[src/rtl/mips_cpu_instr_encoder_pkg.sv]
// Shared MIPS I encodings: opcodes, SPECIAL functs, REGIMM rt codes,
// the symbolic mnemonic IDs and the encoder FSM states.
package mips_cpu_instr_encoder_pkg;

  typedef enum logic [5:0] {
    OP_SPECIAL = 6'h00, OP_REGIMM = 6'h01, OP_J     = 6'h02, OP_JAL   = 6'h03,
    OP_BEQ     = 6'h04, OP_BNE    = 6'h05, OP_BLEZ  = 6'h06, OP_BGTZ  = 6'h07,
    OP_ADDI    = 6'h08, OP_ADDIU  = 6'h09, OP_SLTI  = 6'h0A, OP_SLTIU = 6'h0B,
    OP_ANDI    = 6'h0C, OP_ORI    = 6'h0D, OP_XORI  = 6'h0E, OP_LUI   = 6'h0F,
    OP_LB      = 6'h20, OP_LH     = 6'h21, OP_LWL   = 6'h22, OP_LW    = 6'h23,
    OP_LBU     = 6'h24, OP_LHU    = 6'h25, OP_LWR   = 6'h26, OP_SB    = 6'h28,
    OP_SH      = 6'h29, OP_SW     = 6'h2B
  } op_t;

  typedef enum logic [5:0] {
    F_SLL  = 6'h00, F_SRL   = 6'h02, F_SRA  = 6'h03, F_SLLV  = 6'h04,
    F_SRLV = 6'h06, F_SRAV  = 6'h07, F_JR   = 6'h08, F_JALR  = 6'h09,
    F_MFHI = 6'h10, F_MTHI  = 6'h11, F_MFLO = 6'h12, F_MTLO  = 6'h13,
    F_MULT = 6'h18, F_MULTU = 6'h19, F_DIV  = 6'h1A, F_DIVU  = 6'h1B,
    F_ADD  = 6'h20, F_ADDU  = 6'h21, F_SUB  = 6'h22, F_SUBU  = 6'h23,
    F_AND  = 6'h24, F_OR    = 6'h25, F_XOR  = 6'h26, F_NOR   = 6'h27,
    F_SLT  = 6'h2A, F_SLTU  = 6'h2B
  } funct_t;

  typedef enum logic [4:0] {
    RT_BLTZ = 5'h00, RT_BGEZ = 5'h01, RT_BLTZAL = 5'h10, RT_BGEZAL = 5'h11
  } regimm_rt_t;

  // Code 0 and codes above M_SW are deliberately left unassigned (unsupported).
  typedef enum logic [5:0] {
    M_NONE = 6'd0,
    M_SLL, M_SRL, M_SRA, M_SLLV, M_SRLV, M_SRAV, M_JR, M_JALR,
    M_MFHI, M_MTHI, M_MFLO, M_MTLO, M_MULT, M_MULTU, M_DIV, M_DIVU,
    M_ADD, M_ADDU, M_SUB, M_SUBU, M_AND, M_OR, M_XOR, M_NOR, M_SLT, M_SLTU,
    M_BLTZ, M_BGEZ, M_BLTZAL, M_BGEZAL,
    M_J, M_JAL,
    M_BEQ, M_BNE, M_BLEZ, M_BGTZ,
    M_ADDI, M_ADDIU, M_SLTI, M_SLTIU, M_ANDI, M_ORI, M_XORI, M_LUI,
    M_LB, M_LH, M_LWL, M_LW, M_LBU, M_LHU, M_LWR, M_SB, M_SH, M_SW
  } mnem_t;

  typedef enum logic [1:0] {
    S_IDLE  = 2'd0,
    S_WRITE = 2'd1,
    S_FULL  = 2'd2
  } state_t;

  function automatic logic [31:0] r_word(input logic [4:0] rs, input logic [4:0] rt,
                                         input logic [4:0] rd, input logic [4:0] sh,
                                         input funct_t f);
    return {OP_SPECIAL, rs, rt, rd, sh, f};
  endfunction

  function automatic logic [31:0] i_word(input op_t op, input logic [4:0] rs,
                                         input logic [4:0] rt, input logic [15:0] imm);
    return {op, rs, rt, imm};
  endfunction

  function automatic logic [31:0] j_word(input op_t op, input logic [25:0] target);
    return {op, target};
  endfunction

endpackage

[src/rtl/mips_cpu_instr_encoder_pack.sv]
// Combinational packer: mnemonic + fields -> {valid, 32-bit MIPS I word}.
// Fields a given format does not use are forced to zero here.
module mips_instr_pack
  import mips_cpu_instr_encoder_pkg::*;
(
  input  logic [5:0]  mnem,
  input  logic [4:0]  rs,
  input  logic [4:0]  rt,
  input  logic [4:0]  rd,
  input  logic [4:0]  shamt,
  input  logic [25:0] imm,
  output logic        valid,
  output logic [31:0] word
);

  logic [15:0] imm16;
  logic [4:0]  jalr_rd;

  assign imm16   = imm[15:0];
  // JALR with no explicit link register links through $ra.
  assign jalr_rd = (rd == 5'd0) ? 5'd31 : rd;

  // Select the instruction format and forced-zero fields for each mnemonic.
  always_comb begin
    valid = 1'b1;
    word  = 32'd0;
    case (mnem)
      M_SLL:    word = r_word(5'd0, rt, rd, shamt, F_SLL);
      M_SRL:    word = r_word(5'd0, rt, rd, shamt, F_SRL);
      M_SRA:    word = r_word(5'd0, rt, rd, shamt, F_SRA);
      M_SLLV:   word = r_word(rs, rt, rd, 5'd0, F_SLLV);
      M_SRLV:   word = r_word(rs, rt, rd, 5'd0, F_SRLV);
      M_SRAV:   word = r_word(rs, rt, rd, 5'd0, F_SRAV);
      M_JR:     word = r_word(rs, 5'd0, 5'd0, 5'd0, F_JR);
      M_JALR:   word = r_word(rs, 5'd0, jalr_rd, 5'd0, F_JALR);
      M_MFHI:   word = r_word(5'd0, 5'd0, rd, 5'd0, F_MFHI);
      M_MFLO:   word = r_word(5'd0, 5'd0, rd, 5'd0, F_MFLO);
      M_MTHI:   word = r_word(rs, 5'd0, 5'd0, 5'd0, F_MTHI);
      M_MTLO:   word = r_word(rs, 5'd0, 5'd0, 5'd0, F_MTLO);
      M_MULT:   word = r_word(rs, rt, 5'd0, 5'd0, F_MULT);
      M_MULTU:  word = r_word(rs, rt, 5'd0, 5'd0, F_MULTU);
      M_DIV:    word = r_word(rs, rt, 5'd0, 5'd0, F_DIV);
      M_DIVU:   word = r_word(rs, rt, 5'd0, 5'd0, F_DIVU);
      M_ADD:    word = r_word(rs, rt, rd, 5'd0, F_ADD);
      M_ADDU:   word = r_word(rs, rt, rd, 5'd0, F_ADDU);
      M_SUB:    word = r_word(rs, rt, rd, 5'd0, F_SUB);
      M_SUBU:   word = r_word(rs, rt, rd, 5'd0, F_SUBU);
      M_AND:    word = r_word(rs, rt, rd, 5'd0, F_AND);
      M_OR:     word = r_word(rs, rt, rd, 5'd0, F_OR);
      M_XOR:    word = r_word(rs, rt, rd, 5'd0, F_XOR);
      M_NOR:    word = r_word(rs, rt, rd, 5'd0, F_NOR);
      M_SLT:    word = r_word(rs, rt, rd, 5'd0, F_SLT);
      M_SLTU:   word = r_word(rs, rt, rd, 5'd0, F_SLTU);
      M_BLTZ:   word = i_word(OP_REGIMM, rs, RT_BLTZ, imm16);
      M_BGEZ:   word = i_word(OP_REGIMM, rs, RT_BGEZ, imm16);
      M_BLTZAL: word = i_word(OP_REGIMM, rs, RT_BLTZAL, imm16);
      M_BGEZAL: word = i_word(OP_REGIMM, rs, RT_BGEZAL, imm16);
      M_J:      word = j_word(OP_J, imm);
      M_JAL:    word = j_word(OP_JAL, imm);
      M_BEQ:    word = i_word(OP_BEQ, rs, rt, imm16);
      M_BNE:    word = i_word(OP_BNE, rs, rt, imm16);
      M_BLEZ:   word = i_word(OP_BLEZ, rs, 5'd0, imm16);
      M_BGTZ:   word = i_word(OP_BGTZ, rs, 5'd0, imm16);
      M_ADDI:   word = i_word(OP_ADDI, rs, rt, imm16);
      M_ADDIU:  word = i_word(OP_ADDIU, rs, rt, imm16);
      M_SLTI:   word = i_word(OP_SLTI, rs, rt, imm16);
      M_SLTIU:  word = i_word(OP_SLTIU, rs, rt, imm16);
      M_ANDI:   word = i_word(OP_ANDI, rs, rt, imm16);
      M_ORI:    word = i_word(OP_ORI, rs, rt, imm16);
      M_XORI:   word = i_word(OP_XORI, rs, rt, imm16);
      M_LUI:    word = i_word(OP_LUI, 5'd0, rt, imm16);
      M_LB:     word = i_word(OP_LB, rs, rt, imm16);
      M_LH:     word = i_word(OP_LH, rs, rt, imm16);
      M_LWL:    word = i_word(OP_LWL, rs, rt, imm16);
      M_LW:     word = i_word(OP_LW, rs, rt, imm16);
      M_LBU:    word = i_word(OP_LBU, rs, rt, imm16);
      M_LHU:    word = i_word(OP_LHU, rs, rt, imm16);
      M_LWR:    word = i_word(OP_LWR, rs, rt, imm16);
      M_SB:     word = i_word(OP_SB, rs, rt, imm16);
      M_SH:     word = i_word(OP_SH, rs, rt, imm16);
      M_SW:     word = i_word(OP_SW, rs, rt, imm16);
      default:  valid = 1'b0;
    endcase
  end

endmodule

[src/rtl/mips_cpu_instr_encoder.sv]
// Instruction encoder / program loader: accepts symbolic instructions,
// packs them and writes them to consecutive words starting at BASE_ADDR.
module mips_cpu_instr_encoder
  import mips_cpu_instr_encoder_pkg::*;
#(
  parameter logic [31:0] BASE_ADDR   = 32'hBFC00000,
  parameter int          DEPTH_WORDS = 1024
) (
  input  logic        clk,
  input  logic        reset,
  input  logic        req_valid,
  output logic        req_ready,
  input  logic [5:0]  req_mnem,
  input  logic [4:0]  req_rs,
  input  logic [4:0]  req_rt,
  input  logic [4:0]  req_rd,
  input  logic [4:0]  req_shamt,
  input  logic [25:0] req_imm,
  output logic [31:0] mem_address,
  output logic        mem_write,
  output logic [31:0] mem_writedata,
  output logic [3:0]  mem_byteenable,
  input  logic        mem_waitrequest,
  output logic [15:0] count,
  output logic        full,
  output logic        error
);

  localparam logic [15:0] DEPTH_W = 16'(DEPTH_WORDS);

  state_t      state;
  state_t      state_nxt;
  logic        pack_valid;
  logic [31:0] pack_word;
  logic        accept;
  logic        done;
  logic [15:0] count_inc;

  mips_instr_pack u_pack (
    .mnem  (req_mnem),
    .rs    (req_rs),
    .rt    (req_rt),
    .rd    (req_rd),
    .shamt (req_shamt),
    .imm   (req_imm),
    .valid (pack_valid),
    .word  (pack_word)
  );

  assign accept    = req_valid && req_ready;
  assign done      = (state == S_WRITE) && !mem_waitrequest;
  assign count_inc = count + 16'd1;

  // State register; reset abandons any write in flight.
  always_ff @(posedge clk or posedge reset) begin
    if (reset) state <= S_IDLE;
    else       state <= state_nxt;
  end

  // Next state: accept supported requests, finish writes, stop when full.
  always_comb begin
    state_nxt = state;
    case (state)
      S_IDLE:  if (accept && pack_valid) state_nxt = S_WRITE;
      S_WRITE: if (!mem_waitrequest) state_nxt = (count_inc == DEPTH_W) ? S_FULL : S_IDLE;
      S_FULL:  state_nxt = S_FULL;
      default: state_nxt = S_IDLE;
    endcase
  end

  // Outputs decoded from registered state only, never from req_valid.
  always_comb begin
    req_ready      = (state == S_IDLE) && !full;
    mem_write      = (state == S_WRITE);
    mem_byteenable = (state == S_WRITE) ? 4'b1111 : 4'b0000;
  end

  // Bus word/address capture, word counter and sticky error flag.
  always_ff @(posedge clk or posedge reset) begin
    if (reset) begin
      mem_address   <= BASE_ADDR;
      mem_writedata <= 32'd0;
      count         <= 16'd0;
      full          <= 1'b0;
      error         <= 1'b0;
    end else begin
      if (accept && pack_valid) begin
        mem_address   <= BASE_ADDR + {14'd0, count, 2'b00};
        mem_writedata <= pack_word;
      end
      if (accept && !pack_valid) error <= 1'b1;
      if (done) begin
        count <= count_inc;
        full  <= (count_inc == DEPTH_W);
      end
    end
  end

endmodule
[config.mk]
export PLATFORM = sky130hd
export DESIGN_NAME = mips_cpu_instr_encoder
export DESIGN_NICKNAME = d
export VERILOG_FILES = /design/src/rtl/mips_cpu_instr_encoder_pkg.sv /design/src/rtl/mips_cpu_instr_encoder_pack.sv /design/src/rtl/mips_cpu_instr_encoder.sv
export SDC_FILE = /design/constraint.sdc
export NUM_CORES = 1
export LEC_CHECK = 0
export BUFFER_PORTS_ARGS = -buffer_cell sky130_fd_sc_hd__buf_2
export CORE_MARGIN = 2
export CORE_UTILIZATION = 45
export CTS_CLUSTER_SIZE = 10
export DETAILED_ROUTE_END_ITERATION = 8
export PLACE_DENSITY = 0.73
export SYNTH_ARGS = -nofsm -noshare
export SYNTH_HDL_FRONTEND = slang
export SYNTH_SLANG_ARGS = --single-unit
[constraint.sdc]
create_clock -name clk -period 2.55 [get_ports clk]
set_clock_uncertainty 0.2 [all_clocks]
set_input_delay 0.3825 -clock clk [delete_from_list [all_inputs] [get_ports clk]]
set_output_delay 0.3825 -clock clk [all_outputs]
set_load 0.01 [all_outputs]
==> results of run 1 <==
-- logic make-up (layout without fill, tap and decap cells) --
family                   after synthesis  in the layout  share of synthesized area
XOR/XNOR                              22             22                    0.04810
AO/OA/AOI/OAI                        100            100                     0.1736
adder cells (fa/ha/maj)                2              2                   0.006245
flip-flops                            67             67                     0.4185
multiplexers                           3              3                   0.007808
other                                  2             17                   0.001875
AND/OR/NAND/NOR                      209            210                     0.2567
buffers and inverters                 64            168                    0.08713
-- layout make-up --
class,instances,area (µm²)
Multi-Input combinational cell,354,2051
Tap cell,108,135.1
Fill cell,794,3794
Timing Repair Buffer,145,800.8
Inverter,7,26.28
Clock inverter,4,50.05
Sequential cell,67,1677
Clock buffer,12,145.1
-- where the power goes --
part / internal (mW) / total, mW / leakage, nW / switching (mW)
logic: 0.0918 / 0.243 / 1.51 / 0.151
clock network: 0.478 / 0.884 / 0.0926 / 0.406
registers: 1.06 / 1.06 / 0.921 / 0
-- sequential cells by signal, indices dropped and copies added (netlist names) --
| signal | count |
|---|---|
| mem_writedata | 31 |
| count | 16 |
| mem_address | 16 |
| state | 2 |
| error | 1 |
| full | 1 |
-- metrics by stage --
stage               instances  utilization
finish                    697       0.5629
global route              697       0.5629
CTS                       696       0.5621
detailed placement        679       0.5385
global placement          679       0.5385
floorplan                 484            -
-- Yosys cell counts, drive strengths merged (3+ instances only) --
master	count
o211ai	9
o22ai	3
or2	3
nor3	8
or4	3
a21oi	12
nor4	5
nand3	13
a31oi	8
a31o	3
buf	47
or3	4
xnor2	15
nand2b	8
o2111ai	3
a22oi	4
inv	7
nor2	49
a221oi	16
nor2b	7
o21ai	26
nand4	7
clkbuf	10
dfrtp	67
xor2	7
and3	3
nand2	87
-- critical path, stage by stage, from the launching register on --
cell	delay, ns
dfrtp_1	0.52
ha_1	0.30
and3_1	0.32
nand2_4	0.11
or4_4	0.56
nor2_2	0.13
xor2_1	0.14
-- final timing paths --
kind / slack (ns) / end / start / depth (start not counted)
setup / recovery: 0.20 / count[14] / count[0] / 6
hold / removal: 0.09 / mem_writedata[20] / req_rt[4] / 3
setup reg to reg: 0.20 / count[14] / count[0] / 6
hold reg to reg: 0.28 / mem_address[8] / mem_address[8] / 2
max in group asynchronous: 1.11 / error / reset / 4
min in group asynchronous: 0.42 / mem_writedata[1] / reset / 3
-- per-layer routing --
layer,vias to the layer above,share of wire
met1,1792,0.46
met2,181,0.46
met4,0,0.011
met3,17,0.072
li1,1847,-
met5,-,0
-- timing repair --
action / CTS / global route
hold buffers: 1 / 0
buffers inserted: 0 / 0
hold endpoints to repair: 21 / 0
setup endpoints to repair: 0 / 3
==> impl_metrics.yaml, run 1 <==
outcome:
  outcome: "finished clean"
sta:
  max_slew_margin: 0.3197
  hold_viol: 0
  finalCriticalPeriod_ns: 2.352
  fmax_mhz: 425.1
  setup_slack_ns: 0.1976
  finalHoldWorstSlack_ns: 0.08997
  rsz0062_at_grt: "no"
  finalMaxSlewViolations: 0
  fin_crit_sh: 0.9225
  tightest_slew_ns: 1.019
  setup_viol: 0
  finalSetupTns_ns: 0
critical_path:
  path_max_fanout: 9
  end_kind: "register"
  arrival_ns: 2.41
  worst-setup-path-type: "reg -> reg"
  cp-start-kind: "register"
  required_ns: 2.60
clocking:
  cts-buffers-inserted: 9
  clkTransAtPathRegs_ns: 0.07
  clock_path_buffers: 2
  ctsHtreeMaxLevel: 3
  cts_repair_resize_count: 0
  cts.sinks: 67
  cts_root_buffer: "clkbuf_8"
  tritoncts: "done"
  clk_latency_ns: 0.33
grt:
  grt_usage: 0.2121
  grt-ovfl-total: 0
  busiest_layer: "met2"
  antenna_found_initial: 0
  grt_max_degree: 56
  met3_usage: 0.03221
  grt_use_met1: 0.3066
  grt_pass1_vias: 3443
  use_met2: 0.3218
  grt_pass1_wl_um: 16800
logic_synthesis:
  synthArstFlopShare: 1.000
  synth-edff-count: 0
  yosysUniqueCellTypes: 62
  synth_top_cell_area_share: 0.4185
  syn_area_um2: 4006
  synth_area_leader_cell: "dfrtp_1"
  synth_cells: 469
  avgSynthCellArea_um2: 8.542
  synth_ff_type: "dfrtp_1"
  ys_seq_elements: 67
  yosysWarningCount: 0
  ys_seq_area_frac: 0.4185
  synthTopCellsByArea: "dfrtp_1 (42%), nand2_1 (8.1%), nor2_1 (4.5%)"
layout:
  final_cell_mix: "buf_2 (126), nand2_1 (86), dfrtp_1 (67)"
  stdcell_area_um2: 4885
  final_common_cell: "buf_2"
  layout.nets: 642
  layout-drive-gt1-share: 0.3039
  n_antenna_cell: 0
  area_growth_pct: 21.92
die:
  rows: 34
  ios: 144
  fp.dieH_um: 98.36
  die_width_um: 98.36
  die_area_um2: 9674
  start_util: 0.4616
  core_area_um2: 8678
place:
  postPlaceCellArea_um2: 4673
  gp_congestion: 0.8319
  dpl_worst_slack_ns: 0.1053
  place_hpwl_um: 7671
  io_buffers: 126
routing:
  vias: 3837
  routedWlPerCell_um: 15.35
  via_per_inst: 5.505
  first_pass_iters: 5
  postRouteAntennaNets: 0
  wl_um: 10700
  drt_iter0_drc: 215
  drc_errors: 0
pwr:
  power.total_mw: 2.189
  leakagePower_nw: 2.519
  ir_drop_mv: 0.1906
  cellPowerDensity_nw_per_um2: 448.2
worst_hold_path:
  min_path_type: "in -> reg"
flow_run:
  maxCapViolCount: 0
No activity file was read; power rests on OpenSTA's default activity.
==> inputs of run 2 (changes only) <==
Settings changed: MAX_ROUTING_LAYER set to met4.
Clock period 2.55 ns to 2.9 ns, I/O delays scaled along.
==> impl_metrics.yaml, run 2 (same netlist as run 1, synthesis figures left out) <==
die:
  fp.dieH_um: 98.36
  die_width_um: 98.36
  ios: 144
  start_util: 0.4616
  rows: 34
  die_area_um2: 9674
  core_area_um2: 8678
critical_path:
  reg2reg_depth: 6
  required_ns: 2.97
  crit_start: "count[0]"
  path_max_fanout: 9
  cp_slowest_cell: "dfrtp_1"
  critPathMaxStageDelay_ns: 0.48
  r2r-end: "state[1]"
  critPathTopFamily: "compound AO/OA/AOI/OAI gates"
  end_kind: "register"
  arrival_ns: 2.39
  reg2reg_slack_ns: 0.57
  crit_end: "state[1]"
  cp_cell_sequence: "ha_1 -> and3_1 -> a311oi_1 -> o211ai_1 -> a221o_1 -> o22ai_1"
  cp-start-kind: "register"
  worst-setup-path-type: "reg -> reg"
  critPathBufInv: 0
  path_depth: 6
  reg2reg_from: "count[0]"
sta:
  finalCriticalPeriod_ns: 2.329
  max_slew_margin: 0.5606
  setup_viol: 0
  hold_viol: 0
  finalMaxSlewViolations: 0
  fmax_mhz: 429.3
  rsz0062_at_grt: "no"
  fin_crit_sh: 0.8032
  finalSetupTns_ns: 0
  tightest_slew_ns: 0.6591
clocking:
  cts_root_buffer: "clkbuf_8"
  post-cts-setup-buffer-count: 0
  tritoncts: "done"
  ctsHtreeMaxLevel: 3
  cts-buffers-inserted: 9
  holdBufCountCts: 1
  clkTransAtPathRegs_ns: 0.08
  cts.sinks: 67
  cts_repair_resize_count: 0
  clock_path_buffers: 2
  clk_latency_ns: 0.35
pwr:
  p_sw_frac: 0.2595
  ir_drop_mv: 0.2890
  p_int_mw: 1.427
  p_switching_uw: 500.3
  cellPowerDensity_nw_per_um2: 399.1
  leakagePower_nw: 2.496
  p_clk_frac: 0.410
  p_seq_frac: 0.484
  p_comb_frac: 0.105
outcome:
  outcome: "finished clean"
routing:
  postRouteAntennaNets: 0
  first_pass_iters: 5
  drc_errors: 0
  vias: 3769
  drt_iter0_drc: 456
  wl_um: 10560
  via_per_inst: 5.447
  routedWlPerCell_um: 15.25
place:
  gp_congestion: 0.9194
  place_hpwl_um: 7672
  io_buffers: 126
  placedCellCount: 675
grt:
  grt_pass1_wl_um: 17440
  grt_pass1_vias: 3392
  grt_max_degree: 33
  grt-ovfl-total: 0
  antenna_found_initial: 0
  grt_usage: 0.2290
worst_hold_path:
  min_path_type: "in -> reg"
layout:
  largest_reg_flops: 31
  n_antenna_cell: 0
  top_register: "mem_writedata"
  final_cell_mix: "buf_2 (126), nand2_1 (86), dfrtp_1 (67)"
  final_common_cell: "buf_2"
  layout.nets: 637
  area_growth_pct: 20.58
  final_cells: 692
  reg_top3: "mem_writedata x31, count x16, mem_address x16"
  layout-drive-gt1-share: 0.3014
flow_run:
  maxCapViolCount: 0
run 2: changes by cell type in the layout (fill, tap and decap cells not counted):
cell and change:
clkinv_4 +2, buf_4 -2, clkinvlp_4 -1, clkinv_2 +1, nor2_2 -1, clkbuf_1 -2
buf_12 -2
run 2: tightest hold or removal path: cells and delay by family:
kind	cells	cell delay [ns]
AO/OA/AOI/OAI	1	0.05
buffers and inverters	1	0.10
AND/OR/NAND/NOR	1	0.05
run 2: layout make-up:
type	instances	area (µm²)
multi-input cells	353	2044
repair buffers	141	745.7
clock inverters	6	65.06
inverters	7	26.28
flip-flops and latches	67	1677
clock buffers	10	137.6
fillers	812	3847
well taps	108	135.1
run 2: routing by layer:
| metal | track usage | part of all wire | up-vias |
|---|---|---|---|
| li1 | - | - | 1833 |
| met3 | 0.03579 | 0.063 | 13 |
| met5 | - | 0 | - |
| met2 | 0.3333 | 0.46 | 152 |
| met1 | 0.3298 | 0.47 | 1771 |
| met4 | 0.07165 | 0.012 | 0 |
run 2: power groups by stage:
stage	Clock (mW)	Sequential [mW]	Combinational, mW
after CTS	0.810	0.934	0.202
final	0.791	0.934	0.203
after detailed placement	0	0.952	0.201
after floorplan	0	0.952	0.143
after global routing	0.846	0.933	0.229
after global placement	0	0.952	0.197
run 2: how the worst min path moves through the flow:
| stage | startpoint | end | slack (ns) | cells after the start |
|---|---|---|---|---|
| global route | req_rt[4] | mem_writedata[20] | 0.14 | 3 |
| detailed placement | mem_address[4] | mem_address[4] | 0.26 | 2 |
| global placement | mem_address[17] | mem_address[17] | 0.25 | 2 |
| floorplan | state[0] | state[1] | 0.28 | 1 |
| CTS | req_rt[4] | mem_writedata[20] | 0.12 | 3 |
| finish | req_rt[4] | mem_writedata[20] | 0.13 | 3 |
run 2: per-stage QoR:
step | util | setup slack [ns] | power (mW) | hold slack [ns] | cell area, µm²
CTS | 0.5567 | 0.5737 | 1.946 | 0.1242 | 4831
detailed placement | 0.5322 | 0.3809 | 1.152 | 0.2575 | 4618
finish | 0.5567 | 0.5708 | 1.928 | 0.1342 | 4831
floorplan | - | 0.5818 | 1.095 | 0.2804 | 4063
global route | 0.5567 | 0.3638 | 2.008 | 0.1380 | 4831
global placement | 0.5322 | 0.4576 | 1.149 | 0.2534 | 4618
==> inputs of run 3 (changes only) <==
Settings changed: ABC_AREA set to 1, PLACE_DENSITY 0.73 to 0.72.
Clock period 2.9 ns to 1.9 ns, I/O delays scaled along.
==> impl_metrics.yaml, run 3 <==
outcome:
  outcome: "finished clean"
pwr:
  cellPowerDensity_nw_per_um2: 516.9
  leakagePower_nw: 4.568
  power.total_mw: 4.313
  ir_drop_mv: 0.4166
logic_synthesis:
  yosysUniqueCellTypes: 32
  synthTopCellsByArea: "dfrtp_1 (30%), nand2_1 (27%), nor2_1 (7.1%)"
  synth.most_common_cell: "nand2_1"
  synth_top_cell_area_share: 0.2960
  synth_area_leader_cell: "dfrtp_1"
  synth_top_family_by_area: "simple AND/OR/NAND/NOR gates"
  avgSynthCellArea_um2: 5.821
  synth_cells: 973
  yosys.area_share.simple: 0.4471
  synth_commonest_cells: "nand2_1 (408), nor2_1 (107), inv_1 (84)"
  yosysWarningCount: 0
  synthArstFlopShare: 1.000
  synth_ff_type: "dfrtp_1"
  synth-compound-area-share: 0.1257
  syn_area_um2: 5664
  synthMuxAreaShare: 0
  synthXorXnorAreaFrac: 0.006185
  ys_seq_elements: 67
  ys_seq_area_frac: 0.2960
  synth-edff-count: 0
  synthAdderAreaFrac: 0.004418
routing:
  drt_iter0_drc: 700
  drc_errors: 0
  vias: 7319
  routedWlPerCell_um: 14.35
  postRouteAntennaNets: 0
  first_pass_iters: 5
  via_per_inst: 5.209
  wl_um: 20160
clocking:
  cts_root_buffer: "clkbuf_16"
  cts-buffers-inserted: 9
  clock_path_buffers: 2
  tritoncts: "done"
  clk_latency_ns: 0.34
  ctsHtreeMaxLevel: 3
  clkTransAtPathRegs_ns: 0.06
  cts.sinks: 67
layout:
  n_antenna_cell: 0
  area_growth_pct: 47.32
  final_common_cell: "nand2_1"
  largest_reg_flops: 31
  stdcell_area_um2: 8344
  layout-drive-gt1-share: 0.3169
  reg_top3: "mem_writedata x31, count x16, mem_address x16"
  final_cell_mix: "nand2_1 (375), buf_4 (145), buf_2 (122)"
  top_register: "mem_writedata"
  layout.nets: 1290
die:
  core_area_um2: 12160
  fp.dieH_um: 116.2
  die_area_um2: 13500
  start_util: 0.4657
  rows: 40
  ios: 144
  die_width_um: 116.2
critical_path:
  end_kind: "register"
  crit_start: "state[1]"
  required_ns: 1.90
  path_max_fanout: 22
  cp-start-kind: "register"
  arrival_ns: 1.89
  worst-setup-path-type: "reg -> reg"
  reg2reg_from: "state[1]"
place:
  gp_congestion: 1.034
  io_buffers: 126
  place_hpwl_um: 14660
  postPlaceCellArea_um2: 7521
grt:
  grt-ovfl-total: 0
  antenna_found_initial: 0
  grt_max_degree: 25
  grt_pass1_vias: 6289
  grt_usage: 0.2931
  grt_pass1_wl_um: 30530
sta:
  hold_viol: 0
  fin_crit_sh: 0.9910
  finalMaxSlewViolations: 0
  rsz0062_at_grt: "yes"
  finalHoldWorstSlack_ns: 0.03037
  fmax_mhz: 531.1
  finalSetupTns_ns: 0
  finalCriticalPeriod_ns: 1.883
  setup_viol: 0
worst_hold_path:
  worstHoldStart: "req_imm[13]"
  min_path_type: "in -> reg"
flow_run:
  maxCapViolCount: 0
-- run 3: repair_timing --
| action | 4_1_cts | 5_1_grt |
|---|---|---|
| endpoints found under the hold margin | 20 | 0 |
| hold buffers | 2 | 0 |
| endpoints found under the setup margin | 6 | 49 |
| gates cloned | 0 | 3 |
| resized for setup | 6 | 98 |
| pin swaps | 0 | 20 |
| setup buffers | 1 | 12 |
-- run 3: cell families after synthesis --
family / Yosys count
fa+ha+maj: 2
simple gates: 621
other cells: 2
flops: 67
buf+inv: 144
xor+xnor: 4
compound gates: 133
-- run 3: per-stage QoR --
step	worst slack [ns]	std cells	utilization
final	0.01704	1405	0.6861
after global placement	-0.3386	1372	0.6184
after floorplan	0.001521	988	-
after detailed placement	-0.3319	1372	0.6184
after CTS	-0.009198	1391	0.6507
after global routing	-0.1048	1405	0.6861
-- run 3: area by class of cell --
class | count | area [µm²]
clock buffer | 9 | 225.2
clock inverter | 7 | 123.9
timing repair buffer | 291 | 2100
sequential | 67 | 1680
inverter | 86 | 341.6
multi-input combinational | 777 | 3664
tap | 168 | 210.2
fill | 1077 | 3817
-- run 3: worst max-delay path, stage by stage (launching register included) --
cell     delay [ns]
dfrtp_1        0.41
nor3_1         0.28
and2_1         0.32
nand2_4        0.16
buf_6          0.21
nand2_1        0.08
o21ai_0        0.08
-- run 3: per-layer routing --
metal | GRT usage | part of all wire | up-vias
li1 | - | - | 3616
met1 | 0.3853 | 0.42 | 3267
met2 | 0.4745 | 0.47 | 377
met3 | 0.04307 | 0.080 | 59
met4 | 0.08016 | 0.028 | 0
met5 | - | 0 | -
-- run 3: final timing paths --
kind	end	slack, ns	cells past startpoint
max reg2reg	mem_writedata[28]	0.02	6
min	mem_writedata[13]	0.03	5
min in group asynchronous	mem_writedata[27]	0.32	3
max in group asynchronous	count[3]	0.55	4
min reg2reg	mem_writedata[6]	0.28	2
max	mem_writedata[28]	0.02	6
-- run 3: power by group --
part | internal, mW | switching [mW] | leakage (nW)
Combinational | 0.367 | 0.533 | 3.51
Clock | 1.29 | 0.656 | 0.166
Sequential | 1.45 | 0.0211 | 0.890
Total | 3.10 | 1.21 | 4.57
